===== src/rtl/mem_access_unit_if.sv =====
// Command handshake and instruction/data memory port bundle for mem_access_unit.
// The slave modport is the unit's side; master is the control-unit/memory side.
interface mem_access_unit_if #(
  parameter int reg_width  = 12,
  parameter int addr_width = 12,
  parameter int Im_width   = 8,
  parameter int burst_max  = 4
);
  localparam int bl_width = $clog2(burst_max + 1);

  logic                  cmd_valid;
  logic                  cmd_ready;
  logic [1:0]            cmd_op;
  logic                  addr_sel;
  logic [addr_width-1:0] pc_datain;
  logic [reg_width-1:0]  bus_datain;
  logic [reg_width-1:0]  wdata;
  logic [bl_width-1:0]   burst_len;
  logic [addr_width-1:0] AR_dataout;
  logic [reg_width-1:0]  DR_dataout;
  logic                  rvalid;
  logic                  done;
  logic                  err;
  logic [Im_width-1:0]   im_address;
  logic [reg_width-1:0]  im_q;
  logic [addr_width-1:0] dm_address;
  logic [reg_width-1:0]  dm_data;
  logic                  dm_wren;
  logic [reg_width-1:0]  dm_q;

  modport slave (
    input  cmd_valid, cmd_op, addr_sel, pc_datain, bus_datain, wdata, burst_len, im_q, dm_q,
    output cmd_ready, AR_dataout, DR_dataout, rvalid, done, err,
           im_address, dm_address, dm_data, dm_wren
  );

  modport master (
    output cmd_valid, cmd_op, addr_sel, pc_datain, bus_datain, wdata, burst_len, im_q, dm_q,
    input  cmd_ready, AR_dataout, DR_dataout, rvalid, done, err,
           im_address, dm_address, dm_data, dm_wren
  );
endinterface


===== src/rtl/mem_access_unit.sv =====
// AR/DR memory access unit: single writes, instruction reads, bursting data reads.
// Read beat k lands in DR (k+1)*(read_latency+1) edges after accept; cmd_ready only when idle.
module mem_access_unit #(
  parameter int reg_width    = 12,
  parameter int addr_width   = 12,
  parameter int Im_width     = 8,
  parameter int read_latency = 1,
  parameter int burst_max    = 4
) (
  input logic             clk,
  input logic             reset,
  mem_access_unit_if.slave mau
);
  localparam int bl_width  = $clog2(burst_max + 1);
  localparam int lat_width = $clog2(read_latency + 1);

  typedef enum logic [1:0] {IDLE, RWAIT, WRITE} state_t;

  state_t                state, state_nxt;
  logic [addr_width-1:0] ar, ar_nxt;
  logic [reg_width-1:0]  dr, dr_nxt;
  logic                  is_instr, is_instr_nxt;
  logic [bl_width-1:0]   beats, beats_nxt;
  logic [lat_width-1:0]  lat_cnt, lat_cnt_nxt;
  logic                  rvalid, rvalid_nxt;
  logic                  done, done_nxt;
  logic                  err, err_nxt;
  logic [bl_width-1:0]   blen_eff;

  // Zero-length bursts still read one beat; oversize bursts saturate.
  always_comb begin
    blen_eff = mau.burst_len;
    if (mau.burst_len == '0)
      blen_eff = bl_width'(1);
    else if (mau.burst_len > bl_width'(burst_max))
      blen_eff = bl_width'(burst_max);
  end

  always_ff @(posedge clk or negedge reset) begin
    if (!reset) begin
      state    <= IDLE;
      ar       <= '0;
      dr       <= '0;
      is_instr <= 1'b0;
      beats    <= '0;
      lat_cnt  <= '0;
      rvalid   <= 1'b0;
      done     <= 1'b0;
      err      <= 1'b0;
    end else begin
      state    <= state_nxt;
      ar       <= ar_nxt;
      dr       <= dr_nxt;
      is_instr <= is_instr_nxt;
      beats    <= beats_nxt;
      lat_cnt  <= lat_cnt_nxt;
      rvalid   <= rvalid_nxt;
      done     <= done_nxt;
      err      <= err_nxt;
    end
  end

  always_comb begin
    state_nxt    = state;
    ar_nxt       = ar;
    dr_nxt       = dr;
    is_instr_nxt = is_instr;
    beats_nxt    = beats;
    lat_cnt_nxt  = lat_cnt;
    rvalid_nxt   = 1'b0;
    done_nxt     = 1'b0;
    err_nxt      = 1'b0;
    case (state)
      IDLE: begin
        if (mau.cmd_valid) begin
          ar_nxt       = mau.addr_sel ? mau.pc_datain : mau.bus_datain[addr_width-1:0];
          is_instr_nxt = (mau.cmd_op == 2'b00);
          beats_nxt    = (mau.cmd_op[0] == 1'b0) ? bl_width'(1) : blen_eff;
          lat_cnt_nxt  = lat_width'(read_latency);
          if (mau.cmd_op == 2'b10) begin
            dr_nxt    = mau.wdata;
            state_nxt = WRITE;
          end else begin
            state_nxt = RWAIT;
          end
        end
      end
      WRITE: begin
        done_nxt  = 1'b1;
        state_nxt = IDLE;
      end
      RWAIT: begin
        if (lat_cnt != '0) begin
          lat_cnt_nxt = lat_cnt - lat_width'(1);
        end else begin
          dr_nxt     = is_instr ? mau.im_q : mau.dm_q;
          rvalid_nxt = 1'b1;
          if (beats > bl_width'(1)) begin
            beats_nxt   = beats - bl_width'(1);
            ar_nxt      = ar + addr_width'(1);
            lat_cnt_nxt = lat_width'(read_latency);
          end else begin
            beats_nxt = '0;
            done_nxt  = 1'b1;
            // Out-of-range instruction fetch still returns the truncated-address word.
            err_nxt   = is_instr && ((ar >> Im_width) != '0);
            state_nxt = IDLE;
          end
        end
      end
      default: state_nxt = IDLE;
    endcase
  end

  assign mau.cmd_ready  = (state == IDLE);
  assign mau.dm_wren    = (state == WRITE);
  assign mau.AR_dataout = ar;
  assign mau.DR_dataout = dr;
  assign mau.im_address = ar[Im_width-1:0];
  assign mau.dm_address = ar;
  assign mau.dm_data    = dr;
  assign mau.rvalid     = rvalid;
  assign mau.done       = done;
  assign mau.err        = err;
endmodule


===== src/flat_wrapper.sv =====
// flat-port wrapper written by rule: the top's interface ports become plain ports
module mem_access_unit_flat 
#(
  parameter int reg_width    = 12,
  parameter int addr_width   = 12,
  parameter int Im_width     = 8,
  parameter int read_latency = 1,
  parameter int burst_max    = 4
)
  (clk, reset, mau_cmd_valid, mau_cmd_op, mau_addr_sel, mau_pc_datain, mau_bus_datain, mau_wdata, mau_burst_len, mau_im_q, mau_dm_q, mau_cmd_ready, mau_AR_dataout, mau_DR_dataout, mau_rvalid, mau_done, mau_err, mau_im_address, mau_dm_address, mau_dm_data, mau_dm_wren);
  mem_access_unit_if #(.reg_width(reg_width), .addr_width(addr_width), .Im_width(Im_width), .burst_max(burst_max)) mau_i ();
  input logic clk;
  input logic reset;
  input wire logic [$bits(mau_i.cmd_valid)-1:0] mau_cmd_valid;
  input wire logic [$bits(mau_i.cmd_op)-1:0] mau_cmd_op;
  input wire logic [$bits(mau_i.addr_sel)-1:0] mau_addr_sel;
  input wire logic [$bits(mau_i.pc_datain)-1:0] mau_pc_datain;
  input wire logic [$bits(mau_i.bus_datain)-1:0] mau_bus_datain;
  input wire logic [$bits(mau_i.wdata)-1:0] mau_wdata;
  input wire logic [$bits(mau_i.burst_len)-1:0] mau_burst_len;
  input wire logic [$bits(mau_i.im_q)-1:0] mau_im_q;
  input wire logic [$bits(mau_i.dm_q)-1:0] mau_dm_q;
  output wire logic [$bits(mau_i.cmd_ready)-1:0] mau_cmd_ready;
  output wire logic [$bits(mau_i.AR_dataout)-1:0] mau_AR_dataout;
  output wire logic [$bits(mau_i.DR_dataout)-1:0] mau_DR_dataout;
  output wire logic [$bits(mau_i.rvalid)-1:0] mau_rvalid;
  output wire logic [$bits(mau_i.done)-1:0] mau_done;
  output wire logic [$bits(mau_i.err)-1:0] mau_err;
  output wire logic [$bits(mau_i.im_address)-1:0] mau_im_address;
  output wire logic [$bits(mau_i.dm_address)-1:0] mau_dm_address;
  output wire logic [$bits(mau_i.dm_data)-1:0] mau_dm_data;
  output wire logic [$bits(mau_i.dm_wren)-1:0] mau_dm_wren;
  assign mau_i.cmd_valid = mau_cmd_valid;
  assign mau_i.cmd_op = mau_cmd_op;
  assign mau_i.addr_sel = mau_addr_sel;
  assign mau_i.pc_datain = mau_pc_datain;
  assign mau_i.bus_datain = mau_bus_datain;
  assign mau_i.wdata = mau_wdata;
  assign mau_i.burst_len = mau_burst_len;
  assign mau_i.im_q = mau_im_q;
  assign mau_i.dm_q = mau_dm_q;
  assign mau_cmd_ready = mau_i.cmd_ready;
  assign mau_AR_dataout = mau_i.AR_dataout;
  assign mau_DR_dataout = mau_i.DR_dataout;
  assign mau_rvalid = mau_i.rvalid;
  assign mau_done = mau_i.done;
  assign mau_err = mau_i.err;
  assign mau_im_address = mau_i.im_address;
  assign mau_dm_address = mau_i.dm_address;
  assign mau_dm_data = mau_i.dm_data;
  assign mau_dm_wren = mau_i.dm_wren;
  mem_access_unit #(.reg_width(reg_width), .addr_width(addr_width), .Im_width(Im_width), .read_latency(read_latency), .burst_max(burst_max)) u_core (.clk(clk), .reset(reset), .mau(mau_i));
endmodule

===== config.mk =====
export PLATFORM = sky130hd
export DESIGN_NAME = mem_access_unit_flat
export DESIGN_NICKNAME = d
export VERILOG_FILES = /design/src/rtl/mem_access_unit_if.sv /design/src/rtl/mem_access_unit.sv /design/src/flat_wrapper.sv
export SDC_FILE = /design/constraint.sdc
export NUM_CORES = 1
export LEC_CHECK = 0
export CAP_MARGIN = 20
export CELL_PAD_IN_SITES_DETAIL_PLACEMENT = 0
export CELL_PAD_IN_SITES_GLOBAL_PLACEMENT = 1
export CORE_MARGIN = 2
export CORE_UTILIZATION = 30
export CTS_CLUSTER_SIZE = 8
export DETAILED_ROUTE_END_ITERATION = 8
export HOLD_SLACK_MARGIN = 0.03
export MAX_ROUTING_LAYER = met4
export PLACE_DENSITY = 0.95
export RECOVER_POWER = 100
export SYNTH_ARGS = -nofsm -noshare
export SYNTH_HDL_FRONTEND = slang
export SYNTH_SLANG_ARGS = --single-unit

===== constraint.sdc =====
create_clock -name clk -period 5.24 [get_ports clk]
set_input_delay 0.524 -clock clk [delete_from_list [all_inputs] [get_ports clk]]
set_output_delay 0.524 -clock clk [all_outputs]
set_load 0.02 [all_outputs]

== Word-level counts from Yosys, hierarchy flattened ==
Index checks and enable logic that the tools add are counted.
Storage, ports and cells
  register bits after elaboration: 34
  input bits: 69
  output and inout port bits: 61
  word-level logic and storage cells: 68
Cells by class
  $add $sub $neg: 3
  magnitude comparators: 2
  equal/unequal tests: 8
  multiplexer cells: 34
  reduce and logical (&&, ||, !) cells: 12
Operators by type and width (number)
  two-way mux 12 bit: 8
  one-hot mux 12 bit (2 select lines): 2
  two-way mux 3 bit: 6
  adder 12 x 1 -> 12 bit (second input constant): 1
  nonzero test 12 bit: 1
  two-way mux 1 bit: 10
  two-way mux 2 bit: 4
  AND reduction 4 bit: 2
  != test 2 bit (second input constant): 3
  one-hot mux 3 bit (2 select lines): 1
  AND reduction 3 bit: 2
  == test 2 bit (second input constant): 2
  logical NOT 2 bit: 2
  != test 2 x 1 -> 1 bit (second input constant): 2
  one-hot mux 1 bit (2 select lines): 2
  one-hot mux 2 bit (2 select lines): 1
  AND reduction 2 bit: 2
  > comparator 3 x 1 -> 1 bit (second input constant): 1
  > comparator 3 bit (second input constant): 1
  logical NOT 3 bit: 1
  subtractor 3 x 1 -> 3 bit (second input constant): 1
  == test 2 x 1 -> 1 bit (second input constant): 1
  nonzero test 2 bit: 1
  logical AND 1 bit: 1
  subtractor 1 bit (second input constant): 1

== Longest topological paths before layout ==
  depth after elaboration: 6
  mapped depth: 7
  gate-level depth less buffers: 7

== Least setup slack after synthesis ==
Ideal clock, no wire load.
  path type: flip-flop to flip-flop
  start point: reg u_core.state[0]
  end point: reg u_core.ar[10], in the netlist u_core.mau.AR_dataout[10]
  library setup time: 0.121 ns
  arrival: 1.930 ns
  required time: 5.119 ns
  setup slack: 3.189 ns
  stages on the path, launching flop included: 8
  path buffers: 1
  period minus slack after synthesis: 2.051 ns
  cell sequence: dfrtp_1 > inv_1 > ha_1 > mux2_2 > o211ai_1 > clkbuf_1 > a21oi_1 > o22a_1
On the way
  word-level cells in the longest chain between the ends: 3
  elaborated cells between the ends (all ways): 8
  classes of those cells: eq/ne (4); mux (1); reduce/logical (3)
RTL lines
  start: declaration: RTL line mem_access_unit.sv:19  | state_t state, state_nxt;
  start signal: assignment: RTL line mem_access_unit.sv:51  | state <= state_nxt;
  logical NOT 2 bit (*)
  named net mau_cmd_ready: RTL line flat_wrapper.sv:23  | output wire logic [$bits(mau_i.cmd_ready)-1:0] mau_cmd_ready;
  != test 2 bit (no line) / nonzero test 2 bit (equally long branches)
  AND reduction 4 bit (no line)
  end signal: assignment: RTL line mem_access_unit.sv:52  | ar <= ar_nxt;
  end: declaration: RTL line mem_access_unit.sv:20  | logic [addr_width-1:0] ar, ar_nxt;
The timed path passes the listed nets; every way through them passes the cells marked *.
A chain may end at the register's enable or synchronous reset.

== Worst setup path after layout ==
  start point: reg u_core.state[1]
  end point: reg u_core.ar[9], in the netlist u_core.mau.AR_dataout[9]
On the way
  word-level cells in the longest chain between the ends: 3
  elaborated cells between the ends (all ways): 8
  classes of those cells: eq/ne (4); mux (1); reduce/logical (3)
RTL lines
  == test 2 x 1 -> 1 bit / logical NOT 2 bit (equally long branches): RTL line mem_access_unit.sv:73  | case (state)
  != test 2 x 1 -> 1 bit (no line) (tied with other cells)
  AND reduction 4 bit (no line)
Parallel ways exist; a longest one is shown, timed or not.

==> impl_results.html <==
<table>
<tr><th>Metric</th><th>Value</th></tr>
<tr><th colspan="2">Setup path</th></tr>
<tr><td>Ordered list of cells on the worst path</td><td>inv_1 -&gt; ha_1 -&gt; clkbuf_1 -&gt; inv_1 -&gt; nand2_1 -&gt; a211oi_1 -&gt; nor4_1</td></tr>
<tr><td>Kind of cell adding the most delay to the critical path</td><td>buffers and inverters</td></tr>
<tr><td>Slowest-stage cell, CP</td><td>sky130_fd_sc_hd__clkbuf_1</td></tr>
<tr><td>Critical path data arrival time</td><td>3560 ps</td></tr>
<tr><td>Required time worst endpoint</td><td>5430 ps</td></tr>
<tr><td>Most frequent cell on the critical path</td><td>sky130_fd_sc_hd__inv_1</td></tr>
<tr><td>Critical Path Fanout Max</td><td>34</td></tr>
<tr><td>Sum of buffers and inverters on the critical path</td><td>3</td></tr>
<tr><td>Category of the critical setup timing path</td><td>flop to flop</td></tr>
<tr><td>Setup crit end kind</td><td>flop</td></tr>
<tr><td>Kind of launch point of the worst setup path</td><td>flop</td></tr>
<tr><td>Worst path max stage delay</td><td>960 ps</td></tr>
<tr><th colspan="2">Synth</th></tr>
<tr><td>Total nets after synthesis</td><td>363</td></tr>
<tr><td>Synth Area in Simple Gates</td><td>0.169</td></tr>
<tr><td>Post-synthesis sequential element count</td><td>34</td></tr>
<tr><td>Yosys synthesis warning count</td><td>0</td></tr>
<tr><td>Number of enable flip-flop cells after synthesis</td><td>0</td></tr>
<tr><td>Post-synthesis share of cell area spent on xor and xnor gates</td><td>0</td></tr>
<tr><td>Synth Area in Adders</td><td>0.0308</td></tr>
<tr><td>Top cell type by total area after synthesis</td><td>sky130_fd_sc_hd__dfrtp_1</td></tr>
<tr><td>Avg Synthesized Cell Area</td><td>8.46 um2</td></tr>
<tr><td>Share of the synthesized area in compound gates (AO/OA/AOI/OAI)</td><td>0.206</td></tr>
<tr><td>Top cell type's share of synthesized area</td><td>0.349</td></tr>
<tr><td>Post-synthesis instance area</td><td>0.00244 mm2</td></tr>
<tr><td>Top_reg_cell synth</td><td>sky130_fd_sc_hd__dfrtp_1</td></tr>
<tr><td>Fraction of the yosys area taken by sequential cells</td><td>0.349</td></tr>
<tr><td>Post-synth cell types</td><td>48</td></tr>
<tr><td>Largest family of logic cells by synthesized area</td><td>compound AO/OA/AOI/OAI gates</td></tr>
<tr><td>Synth top area cells</td><td>sky130_fd_sc_hd__dfrtp_1 35%, sky130_fd_sc_hd__buf_4 9.9%, sky130_fd_sc_hd__mux2i_1 6.6%</td></tr>
<tr><td>Proportion of synthesized area in mux cells</td><td>0.0980</td></tr>
<tr><td>Ys async rst share</td><td>1.00</td></tr>
<tr><td>Cell count after synthesis</td><td>288</td></tr>
<tr><th colspan="2">CTS</th></tr>
<tr><td>Worst-path clk slew</td><td>80 ps</td></tr>
<tr><td>Count of clock tree sinks</td><td>34</td></tr>
<tr><td>Number of buffers added by the clock tree synthesis step</td><td>5</td></tr>
<tr><td>Number of gates resized after cts</td><td>0</td></tr>
<tr><td>Post CTS Setup Buffer Count</td><td>0</td></tr>
<tr><td>Master cell of the clock root buffer</td><td>sky130_fd_sc_hd__clkbuf_8</td></tr>
<tr><td>CTS tree</td><td>built</td></tr>
<tr><td>Clock latency reported for the late side of the worst-skew pair</td><td>290 ps</td></tr>
<tr><td>Clock H-tree levels</td><td>2</td></tr>
<tr><td>CTS Hold Bufs</td><td>0</td></tr>
<tr><td>Clock tree buffer depth</td><td>2</td></tr>
<tr><th colspan="2">Placed design</th></tr>
<tr><td>Routability congestion estimate</td><td>0.851</td></tr>
<tr><td># port buffers</td><td>129</td></tr>
<tr><td>Half-perimeter wire length of the detailed placement result</td><td>5.31 mm</td></tr>
<tr><td>Placed cell area</td><td>0.00355 mm2</td></tr>
<tr><th colspan="2">Pwr</th></tr>
<tr><td>Maximum vdd drop</td><td>0.281 mV</td></tr>
<tr><td>Relative contribution of combinational cells to total power</td><td>0.626</td></tr>
<tr><td>Seq pwr share</td><td>0.273</td></tr>
<tr><td>Switching fraction of total power</td><td>0.486</td></tr>
<tr><td>Internal Power</td><td>1.05 mW</td></tr>
<tr><td>Leakage power of the design</td><td>1.51 nW</td></tr>
<tr><td>Share of total power in the clock network</td><td>0.101</td></tr>
<tr><td>Power per cell area</td><td>561 mW/mm2</td></tr>
<tr><td>Net switching power</td><td>0.993 mW</td></tr>
<tr><td>Total chip power</td><td>2.04 mW</td></tr>
<tr><th colspan="2">Routing</th></tr>
<tr><td>Drc violations</td><td>0</td></tr>
<tr><td>WL final</td><td>6.97 mm</td></tr>
<tr><td>Number of routed nets with antenna violations</td><td>0</td></tr>
<tr><td>Pre-antenna DRT Iters</td><td>4</td></tr>
<tr><td>Average wire length per cell after detail routing</td><td>14.5 um</td></tr>
<tr><td>Via count of the routed design</td><td>2388</td></tr>
<tr><td>Drt initial violations</td><td>161</td></tr>
<tr><td>Detail-routed via count per cell</td><td>4.98</td></tr>
<tr><th colspan="2">Final layout</th></tr>
<tr><td>Final std cell area, no fill</td><td>0.00364 mm2</td></tr>
<tr><td>Area overhead of the layout relative to synthesis</td><td>49.5%</td></tr>
<tr><td>Multi-input gate area</td><td>0.00123 mm2</td></tr>
<tr><td>Share of cells above drive strength 1</td><td>0.0503</td></tr>
<tr><td>Antenna diode count</td><td>0</td></tr>
<tr><td>Fill cell instance count of the final layout</td><td>762</td></tr>
<tr><td>Sequential Area</td><td>851 um2</td></tr>
<tr><td>Final #Nets</td><td>452</td></tr>
<tr><th colspan="2">Global route</th></tr>
<tr><td>Largest net degree at the start of global routing</td><td>35</td></tr>
<tr><td>Total congestion overflow after global routing</td><td>0</td></tr>
<tr><td>Antenna violations before repair</td><td>0</td></tr>
<tr><td>GRT Util Overall</td><td>0.165</td></tr>
<tr><td>Via count of the first global-routing pass</td><td>2225</td></tr>
<tr><td>First-pass GRT wire length</td><td>11.2 mm</td></tr>
<tr><th colspan="2">STA</th></tr>
<tr><td>Slew of the pin with the lowest slew margin</td><td>1900 ps</td></tr>
<tr><td>Peak clock frequency supported by timing</td><td>0.296 GHz</td></tr>
<tr><td>Total negative setup slack</td><td>0 ps</td></tr>
<tr><td>Final Hold Vio Count</td><td>0</td></tr>
<tr><td>Period utilisation layout</td><td>0.644</td></tr>
<tr><td>RSZ-0062 raised after global routing</td><td>no</td></tr>
<tr><td>Number of endpoints failing setup at the final stage</td><td>0</td></tr>
<tr><td>Fin. max-slew vios</td><td>35</td></tr>
<tr><td>Max Clock Skew</td><td>9.47 ps</td></tr>
<tr><td>Worst slew slack as a fraction of its limit</td><td>-0.267</td></tr>
<tr><td>Final critical-path required period</td><td>3370 ps</td></tr>
<tr><th colspan="2">Die</th></tr>
<tr><td>Die area</td><td>0.00886 mm2</td></tr>
<tr><td>Starting density of the core</td><td>0.312</td></tr>
<tr><td>Std cell rows</td><td>32</td></tr>
<tr><td>Die span in y</td><td>94.1 um</td></tr>
<tr><td>Area of the core region</td><td>0.00781 mm2</td></tr>
<tr><td>Floorplan die width</td><td>94.1 um</td></tr>
<tr><td>Ports</td><td>130</td></tr>
<tr><th colspan="2">Outcome</th></tr>
<tr><td>Outcome</td><td>complete, but fails checks</td></tr>
<tr><td>Failing checks</td><td>capacitance limit, slew limit</td></tr>
<tr><th colspan="2">Flow run</th></tr>
<tr><td>Number of max-cap violations</td><td>1</td></tr>
<tr><th colspan="2">Min path</th></tr>
<tr><td>Hold WC Path Type</td><td>flop to flop</td></tr>
</table>
[cell usage after synthesis (3+ instances only)]
master and count:
sky130_fd_sc_hd__o21ai_0 20, sky130_fd_sc_hd__nand4_1 6, sky130_fd_sc_hd__a21oi_1 25, sky130_fd_sc_hd__o22a_1 3
sky130_fd_sc_hd__nand2b_1 3, sky130_fd_sc_hd__nor2b_1 8, sky130_fd_sc_hd__buf_4 32, sky130_fd_sc_hd__nand2_1 29
sky130_fd_sc_hd__a2bb2oi_1 3, sky130_fd_sc_hd__and3_1 3, sky130_fd_sc_hd__o211ai_1 3, sky130_fd_sc_hd__mux2i_1 16
sky130_fd_sc_hd__nand3_1 3, sky130_fd_sc_hd__buf_1 3, sky130_fd_sc_hd__inv_1 12, sky130_fd_sc_hd__mux2_2 7
sky130_fd_sc_hd__nor2_1 21, sky130_fd_sc_hd__dfrtp_1 34, sky130_fd_sc_hd__ha_1 6, sky130_fd_sc_hd__clkbuf_1 11
sky130_fd_sc_hd__a211oi_1 5
[layout by cell type (no fill, tap or decap), drive strengths merged, types with 2 or more instances in the layout]
master         count
ha                 6
nor2b              8
nor3               2
nand4              6
o32ai              2
nand2b             3
nor2              21
o211ai             3
o31ai              2
and3               4
a21oi             25
o21ai             20
mux2               7
a211oi             5
dfrtp             34
clkdlybuf4s50     67
dlygate4sd3       61
mux2i             16
a2bb2oi            3
o22a               3
nand2             29
nor4               2
nand3              4
a311oi             2
a31oi              2
inv               12
clkbuf            10
[state kept, by name, summed over array words and instances, names as in the netlist]
register	cells
u_core.mau.AR_dataout	12
u_core.is_instr	1
u_core.lat_cnt	1
u_core.mau.err	1
u_core.beats	3
u_core.mau.rvalid	1
u_core.state	2
u_core.mau.DR_dataout	12
u_core.mau.done	1
[per-layer routing]
layer  share of wire  GRT usage
met3           0.051     0.0337
met4           0.017     0.0507
met2            0.51      0.271
met5               0          -
met1            0.42      0.205
[metrics by stage]
stage	hold WS, ps	std cells	utilization	setup WS [ps]
2_1_floorplan	228	288	-	3190
3_3_place_gp	497	471	0.455	2890
3_5_place_dp	513	471	0.455	2800
4_1_cts	341	479	0.467	2760
5_1_grt	545	480	0.467	1490
6_report	505	480	0.467	1870
[power by group through the flow]
stage	registers (mW)	clock network (mW)	logic [mW]
final	0.558	0.207	1.28
after global routing	0.588	0.224	1.40
after CTS	0.568	0.213	1.37
after detailed placement	0.573	0	1.37
after global placement	0.564	0	1.34
after floorplan	0.610	0	0.874
[layout make-up]
cell class	count	share of cell area
Sequential cell	34	0.234
Inverter	12	0.0124
Timing Repair Buffer	132	0.357
Tap cell	102	0.0350
Clock inverter	1	0.00137
Multi-Input combinational cell	192	0.337
Clock buffer	7	0.0237
[tightest hold or removal path: stages, from the launching register on]
cell                      delay, ps
sky130_fd_sc_hd__dfrtp_1        360
sky130_fd_sc_hd__nand2_1         50
sky130_fd_sc_hd__o21ai_0         60
[cells by family after synthesis]
logic type,count (synthesis)
mux,23
flops,34
compound gates,79
fa+ha+maj,6
buf+inv,62
simple gates,84
[worst paths after layout]
path | to | from | slack [ps] | cells past startpoint
min in group asynchronous | u_core.mau.DR_dataout[6] | reset | 750 | 1
max in group asynchronous | u_core.beats[0] | reset | 3390 | 1
hold reg to reg | u_core.mau.DR_dataout[2] | u_core.mau.DR_dataout[2] | 500 | 2
setup / recovery | u_core.mau.AR_dataout[9] | u_core.state[1] | 1870 | 7
hold / removal | u_core.mau.DR_dataout[2] | u_core.mau.DR_dataout[2] | 500 | 2
setup reg to reg | u_core.mau.AR_dataout[9] | u_core.state[1] | 1870 | 7
No activity file was read; power rests on OpenSTA's default activity.
